`src/rtl/stack_control.sv`:
```
// Game-sequencing FSM for the block stacker: runs the plot/delay/erase/move loop,
// latches the stop key, locks rows, evaluates overlap and ends in WIN or LOSE.
module stack_control #(
  parameter int               CNT_W      = 26,
  parameter logic [CNT_W-1:0] BASE_DELAY = 26'd12_500_000,
  parameter logic [CNT_W-1:0] DELAY_STEP = 26'd1_000_000,
  parameter logic [CNT_W-1:0] MIN_DELAY  = 26'd2_000_000,
  parameter int               NUM_ROWS   = 8,
  parameter int               ROW_W      = 3
) (
  input  logic             clk,
  input  logic             resetn,
  input  logic             go,
  input  logic             stop,
  input  logic             done_plot,
  input  logic             overlap_ok,
  output logic             writeEn,
  output logic             colour_erase_enable,
  output logic             count_x_enable,
  output logic             reset_plot,
  output logic             ld_x,
  output logic             lock_row,
  output logic             new_row,
  output logic             clear_board,
  output logic [ROW_W-1:0] row_idx,
  output logic [CNT_W-1:0] delay_value,
  output logic             game_win,
  output logic             game_lose,
  output logic [3:0]       state_code
);

  typedef enum logic [3:0] {
    IDLE     = 4'd0,
    WAIT_REL = 4'd1,
    START    = 4'd2,
    PLOT     = 4'd3,
    RELOAD   = 4'd4,
    DELAY    = 4'd5,
    CHECK    = 4'd6,
    ERASE    = 4'd7,
    UPDATE   = 4'd8,
    LOCK     = 4'd9,
    EVAL     = 4'd10,
    NEXT_ROW = 4'd11,
    WIN      = 4'd12,
    LOSE     = 4'd13
  } state_t;

  state_t           state_reg, state_next;
  logic [CNT_W-1:0] cnt_reg;
  logic [CNT_W-1:0] delay_reg;
  logic [ROW_W-1:0] row_reg;
  logic             stop_lat_reg;
  logic             stop_window;
  logic             last_row;
  logic [CNT_W:0]   delay_diff;
  logic [CNT_W-1:0] delay_sat;

  // One extra bit catches underflow before the floor is applied.
  assign delay_diff = {1'b0, delay_reg} - {1'b0, DELAY_STEP};
  assign delay_sat  = (delay_diff[CNT_W] || (delay_diff[CNT_W-1:0] < MIN_DELAY))
                      ? MIN_DELAY : delay_diff[CNT_W-1:0];
  assign last_row   = (row_reg == ROW_W'(NUM_ROWS - 1));

  always_comb begin
    stop_window = 1'b0;
    case (state_reg)
      PLOT, RELOAD, DELAY, CHECK, ERASE, UPDATE: stop_window = 1'b1;
      default:                                   stop_window = 1'b0;
    endcase
  end

  always_ff @(posedge clk) begin
    if (!resetn) begin
      state_reg    <= IDLE;
      cnt_reg      <= '0;
      delay_reg    <= BASE_DELAY;
      row_reg      <= '0;
      stop_lat_reg <= 1'b0;
    end else begin
      state_reg <= state_next;
      if (state_reg == START || state_reg == LOCK) begin
        stop_lat_reg <= 1'b0;
      end else if (stop_window && stop) begin
        stop_lat_reg <= 1'b1;
      end
      if (state_reg == RELOAD) begin
        cnt_reg <= delay_reg;
      end else if (state_reg == DELAY && cnt_reg != '0) begin
        cnt_reg <= cnt_reg - 1'b1;
      end
      if (state_reg == START) begin
        row_reg   <= '0;
        delay_reg <= BASE_DELAY;
      end else if (state_reg == NEXT_ROW) begin
        row_reg   <= row_reg + 1'b1;
        delay_reg <= delay_sat;
      end
    end
  end

  always_comb begin
    state_next          = IDLE;
    writeEn             = 1'b0;
    colour_erase_enable = 1'b0;
    count_x_enable      = 1'b0;
    reset_plot          = 1'b0;
    ld_x                = 1'b0;
    lock_row            = 1'b0;
    new_row             = 1'b0;
    clear_board         = 1'b0;
    game_win            = 1'b0;
    game_lose           = 1'b0;
    case (state_reg)
      IDLE: begin
        reset_plot = 1'b1;
        state_next = go ? WAIT_REL : IDLE;
      end
      WAIT_REL: state_next = go ? WAIT_REL : START;
      START: begin
        clear_board = 1'b1;
        reset_plot  = 1'b1;
        state_next  = PLOT;
      end
      PLOT: begin
        writeEn        = 1'b1;
        count_x_enable = 1'b1;
        state_next     = done_plot ? RELOAD : PLOT;
      end
      RELOAD: begin
        reset_plot = 1'b1;
        state_next = DELAY;
      end
      DELAY: state_next = (cnt_reg == '0) ? CHECK : DELAY;
      CHECK: state_next = stop_lat_reg ? LOCK : ERASE;
      ERASE: begin
        writeEn             = 1'b1;
        count_x_enable      = 1'b1;
        colour_erase_enable = 1'b1;
        state_next          = done_plot ? UPDATE : ERASE;
      end
      UPDATE: begin
        ld_x       = 1'b1;
        reset_plot = 1'b1;
        state_next = PLOT;
      end
      LOCK: begin
        lock_row   = 1'b1;
        state_next = EVAL;
      end
      EVAL: begin
        if (!overlap_ok)   state_next = LOSE;
        else if (last_row) state_next = WIN;
        else               state_next = NEXT_ROW;
      end
      NEXT_ROW: begin
        new_row    = 1'b1;
        reset_plot = 1'b1;
        state_next = PLOT;
      end
      WIN: begin
        game_win   = 1'b1;
        state_next = go ? WAIT_REL : WIN;
      end
      LOSE: begin
        game_lose  = 1'b1;
        state_next = go ? WAIT_REL : LOSE;
      end
      default: state_next = IDLE;
    endcase
  end

  assign row_idx     = row_reg;
  assign delay_value = delay_reg;
  assign state_code  = state_reg;

endmodule
```
`config.mk`:
```
export PLATFORM = sky130hd
export DESIGN_NAME = stack_control
export DESIGN_NICKNAME = d
export VERILOG_FILES = /design/src/rtl/stack_control.sv
export SDC_FILE = /design/constraint.sdc
export NUM_CORES = 1
export LEC_CHECK = 0
export BUFFER_PORTS_ARGS = -buffer_cell sky130_fd_sc_hd__buf_2
export CORE_AREA = 2 2 80 82
export DETAILED_ROUTE_END_ITERATION = 16
export DIE_AREA = 0 0 82 84
export HOLD_SLACK_MARGIN = 0.05
export PLACE_DENSITY_LB_ADDON = 0.12
export SYNTH_ARGS = -nofsm -noshare
export SYNTH_HDL_FRONTEND = slang
export SYNTH_SLANG_ARGS = --single-unit
```
`constraint.sdc`:
```
create_clock -name clk -period 3.6 [get_ports clk]
set_clock_uncertainty 0.1 [all_clocks]
set_input_delay 0.9 -clock clk [delete_from_list [all_inputs] [get_ports clk]]
set_output_delay 0.9 -clock clk [all_outputs]
set_load 0.01 [all_outputs]
```
Yosys cells after proc, flatten, opt, wreduce, memory -nomap -nowiden --
Index checks and enable logic that the tools add are counted.
Word-level totals: output and inout bits 43, input port bits 6, flip-flop bits (word level) 60
Cells by class: magnitude comparators 1, eq/ne operators 14, bitwise operators 1, add/sub/neg operators 3, reduce and logical (&&, ||, !) cells 14, muxes and demuxes 24
Operators with widths (number):
- $mux 26 | 3
- $pmux 4 s12 | 1
- $sub 26x20->27 const B | 1
- $logic_not 26->1 | 1
- $lt 26x21->1 const B | 1
- $reduce_bool 26->1 | 1
- $sub 26x1->26 const B | 1
- $eq 4x4->1 const B | 6
- $eq 4x3->1 const B | 4
- $mux 4 | 4
- $mux 1 | 11
- $mux 3 | 3
- $eq 4x2->1 const B | 2
- $reduce_or 2->1 | 3
- $reduce_or 6->1 | 1
- $reduce_or 5->1 | 1
- $eq 4x1->1 const B | 1
- $logic_not 4->1 | 1
- $mux 2 | 2
- $add 3x1->3 const B | 1
- $eq 3x3->1 const B | 1
- $reduce_or 3->1 | 1
- $logic_and 1x1->1 | 2
- $logic_or 1x1->1 | 2
- other kinds (2) | 2

Longest topological paths before layout --
depth in word-level cells 4, gate-level depth with buffers 12, mapped depth without buffers 10

Worst setup path before layout --
Ideal clock, no wire load.
kind register -> register, start point reg delay_reg[11] (netlist: delay_value[11]), end point reg delay_reg[18] (netlist: delay_value[18]), library setup time 0.127 ns, cell stages (with the launch flop) 12, path slack 0.514 ns, required time 3.373 ns, arrival time 2.859 ns, cell sequence dfxtp_1 > buf_6 > or3_1 > buf_2 > o41a_1 > and4_4 > a32o_1 > o31ai_4 > o21ai_2 > and2_1 > buf_6 > or3_1
On the way: word-level cells in the longest chain between the ends 4
Ends and longest elaborated chain:
- start: declaration | RTL line 51 | logic [CNT_W-1:0] delay_reg;
- start signal: assignment | RTL line 97 | delay_reg <= delay_sat;
- $sub 26x20->27 (*) | RTL line 60 | assign delay_diff = {1'b0, delay_reg} - {1'b0, DELAY_STEP};
- $lt 26x21->1 | RTL line 61 | assign delay_sat = (delay_diff[CNT_W] || (delay_diff[CNT_W-1:0] < MIN_DELAY))
- $logic_or 1x1->1 | RTL line 61
- $mux 26 (*) | RTL line 62 | ? MIN_DELAY : delay_diff[CNT_W-1:0];
Every way passes the cells marked *; elsewhere a longest branch is shown, timed or not. A chain may end at the register's enable or synchronous reset.

Worst setup path in the final report --
Same ends and word-level chain as after synthesis.

==> impl_metrics.yaml <==
run_status:
  outcome: "completed"
route:
  vias: 3401
  drt-total-wl_mm: 8.94
  viasPerCell: 6.09
  final_antenna_net_count: 0
  drc: 0
  dr.pass1.iters: 4
  wire_per_inst_um: 16.0
  drt_iter0_drc: 208
logic_synthesis:
  syn_inst: 455
  ys_ff_latch: 55
  yosysSeqAreaShare_pct: 32.3
  ys_types: 64
  avgSynthCellArea_um2: 7.49
  async_flop_share_pct: 0
  synth-edff-count: 0
  netlist_area_mm2: 0.00341
  yosys_warnings: 0
  synth_top_flop_cell: "dfxtp_1"
global_routing:
  grt_overflow: 0
  grt_first_pass_wirelength_mm: 15.2
  first_global_vias: 3070
  grt.total_usage_pct: 27.8
  grt_max_degree: 23
  grt_antenna_before_repair: 0
sta:
  rsz0062_at_grt: "false"
  final_max_slew_viol_count: 0
  maxSlewHeadroom_pct: 48.7
  setup_viol: 0
  finalSetupTns_ns: 0
  hold_viol_final: 0
  post-route-period-util_pct: 90.7
  tightest_slew_ns: 0.769
  period_minus_slack_ns: 3.27
  max_freq_ghz: 0.306
worst_hold_path:
  hold_path.class: "register to register"
  worstHoldStart: "row_idx[2]"
cts:
  cts_tree: "done"
  ctsHoldBuffers: 0
  cts_resized: 0
  clk_path_buf_depth: 2
  post_cts_buffers: 0
  htreeDepth: 2
  clk_latency_ns: 0.31
  numCtsBuffers: 5
  clk_pin_slew_ns: 0.10
  cts-root-buf: "clkbuf_8"
  cts_sinks: 55
placement:
  hpwl_mm: 6.40
  dp_cells: 550
  gp_congestion: 0.927
  port_buffers: 43
floorplanning:
  initial_utilization_pct: 55.9
  die_h_um: 84
  num_rows: 29
  fp.dieW_um: 82
  core_area_mm2: 0.00610
  ios: 49
  die_area_mm2: 0.00689
setup_path:
  worstPathRequired_ns: 3.70
  cp_max_fo: 10
  critPathMaxStageDelay_ns: 0.51
  crit_type: "register to register"
  cp_top_family: "simple AND/OR/NAND/NOR gates"
  crit_start: "delay_value[11]"
  cp_common_cell: "or3_1"
  critPathSlowestCell: "o41a_1"
  worst-path-buf-inv: 0
  crit_chain: "or3_1, o41a_1, and4_4, a32o_1, o31ai_4, o21ai_2, and2_1, or3_1"
  crit_arrival_ns: 3.37
  crit_path_end_kind: "register"
  cp-start-kind: "register"
  rr_startpoint: "delay_value[11]"
cells_and_area:
  n_antenna_cell: 0
  final_nets: 490
  fin_cells: 558
  syn_to_final_growth_pct: 10.5
  layout-drive-gt1-share_pct: 16.0
  largest_reg_flops: 26
  fill_cells: 567
power_and_ir_drop:
  ir_worst_vdd_mv: 0.161
  p_per_area_mw_per_mm2: 302
  leakage_nw: 1.49
job:
  cap_viol_max_count: 0
logic make-up after synthesis:
family                     after synthesis  share of synthesized area (%)
muxes                                    1                          0.294
adders and majority gates                4                           1.47
xor gates and xnor gates                16                           4.11
and+or+nand+nor                        187                           27.2
DFF                                     55                           32.3
other                                    1                          0.110
AOI/OAI and AO/OA                      132                           26.7
buffers and inverters                   59                           7.79
path summary, 6_finish.rpt:
path	to	slack (ns)	cells after the start
setup / recovery	delay_value[18]	0.33	8
setup reg to reg	delay_value[18]	0.33	8
hold reg to reg	row_idx[2]	0.38	2
hold / removal	row_idx[2]	0.38	2
where the power goes:
group / internal (mW) / switching, mW / leakage, nW
logic: 0.0239 / 0.0536 / 0.987
clock network: 0.229 / 0.216 / 0.0618
registers: 0.612 / 0.00307 / 0.444
total: 0.866 / 0.272 / 1.49
synth_stat cells (4+ instances only):
library cell,number,share of area [%]
a211o_1,5,1.3
a21oi_1,39,5.7
a2bb2oi_1,4,1.0
a31oi_1,14,2.6
buf_4,7,1.5
clkbuf_1,30,3.3
dfxtp_1,55,32
ha_1,4,1.5
inv_1,15,1.7
nand2_1,38,4.2
nand2b_1,7,1.3
nand3_1,21,3.1
nor2_1,48,5.3
nor3_1,32,4.7
nor4_1,5,0.92
o211ai_1,9,2.0
o21a_1,4,0.88
o21ai_0,13,1.9
o311ai_0,6,1.5
o31ai_1,4,0.88
or3_1,6,1.1
or4_1,10,2.2
xnor2_1,10,2.6
xor2_1,6,1.5
final cells by class:
cell class	instances	area, um2	share of cell area [%]
Clock buffer	6	82.6	2.19
Multi-Input combinational cell	345	2060	54.8
Timing Repair Buffer	58	328	8.71
Sequential cell	55	1100	29.3
Tap cell	77	96.3	2.56
Inverter	15	56.3	1.50
Clock inverter	2	38.8	1.03
through the flow:
step	total power, mW	cell area [um2]	worst slack [ns]	hold WS (ns)	utilization, %
2_1_floorplan	0.688	3420	0.514	0.360	-
3_3_place_gp	0.705	3640	0.441	0.363	59.7
3_5_place_dp	0.706	3640	0.371	0.368	59.7
4_1_cts	1.14	3760	0.351	0.381	61.7
5_1_grt	1.18	3760	0.0618	0.410	61.7
6_report	1.14	3760	0.335	0.376	61.7
per-layer routing:
| metal | routed length [um] | global-route usage, % |
|---|---|---|
| met2 | 4230 | 42.1 |
| met5 | 0 | 0 |
| met1 | 4120 | 41.1 |
| met4 | 72 | 6.06 |
| met3 | 525 | 4.55 |
worst register-to-register path, cell delays in order, from the launching register on:
cell	delay (ns)
dfxtp_1	0.40
or3_1	0.50
o41a_1	0.51
and4_4	0.26
a32o_1	0.28
o31ai_4	0.24
o21ai_2	0.19
and2_1	0.31
or3_1	0.37
placed cells by master (no fill, tap or decap), types with 3 or more instances in the layout:
cell       instances
conb_1             5
nor2_1            48
nor2b_1            3
o311ai_0           6
clkbuf_8           6
ha_1               4
a2bb2oi_1          4
or4_1             10
or3_1              6
nand2b_1           7
nor3_1            31
or2_2              3
nand3_1           21
xnor2_1           10
o211ai_1           9
o21a_1             4
o21ai_0           13
inv_1             15
buf_4             15
buf_2             43
xor2_1             6
o31ai_1            4
a21oi_1           39
a211o_1            5
a31oi_1           14
dfxtp_1           55
nand2_1           38
a211oi_1           3
o21ai_1            3
nor4_1             5
Note: power is estimated with default switching activity, not from simulation.
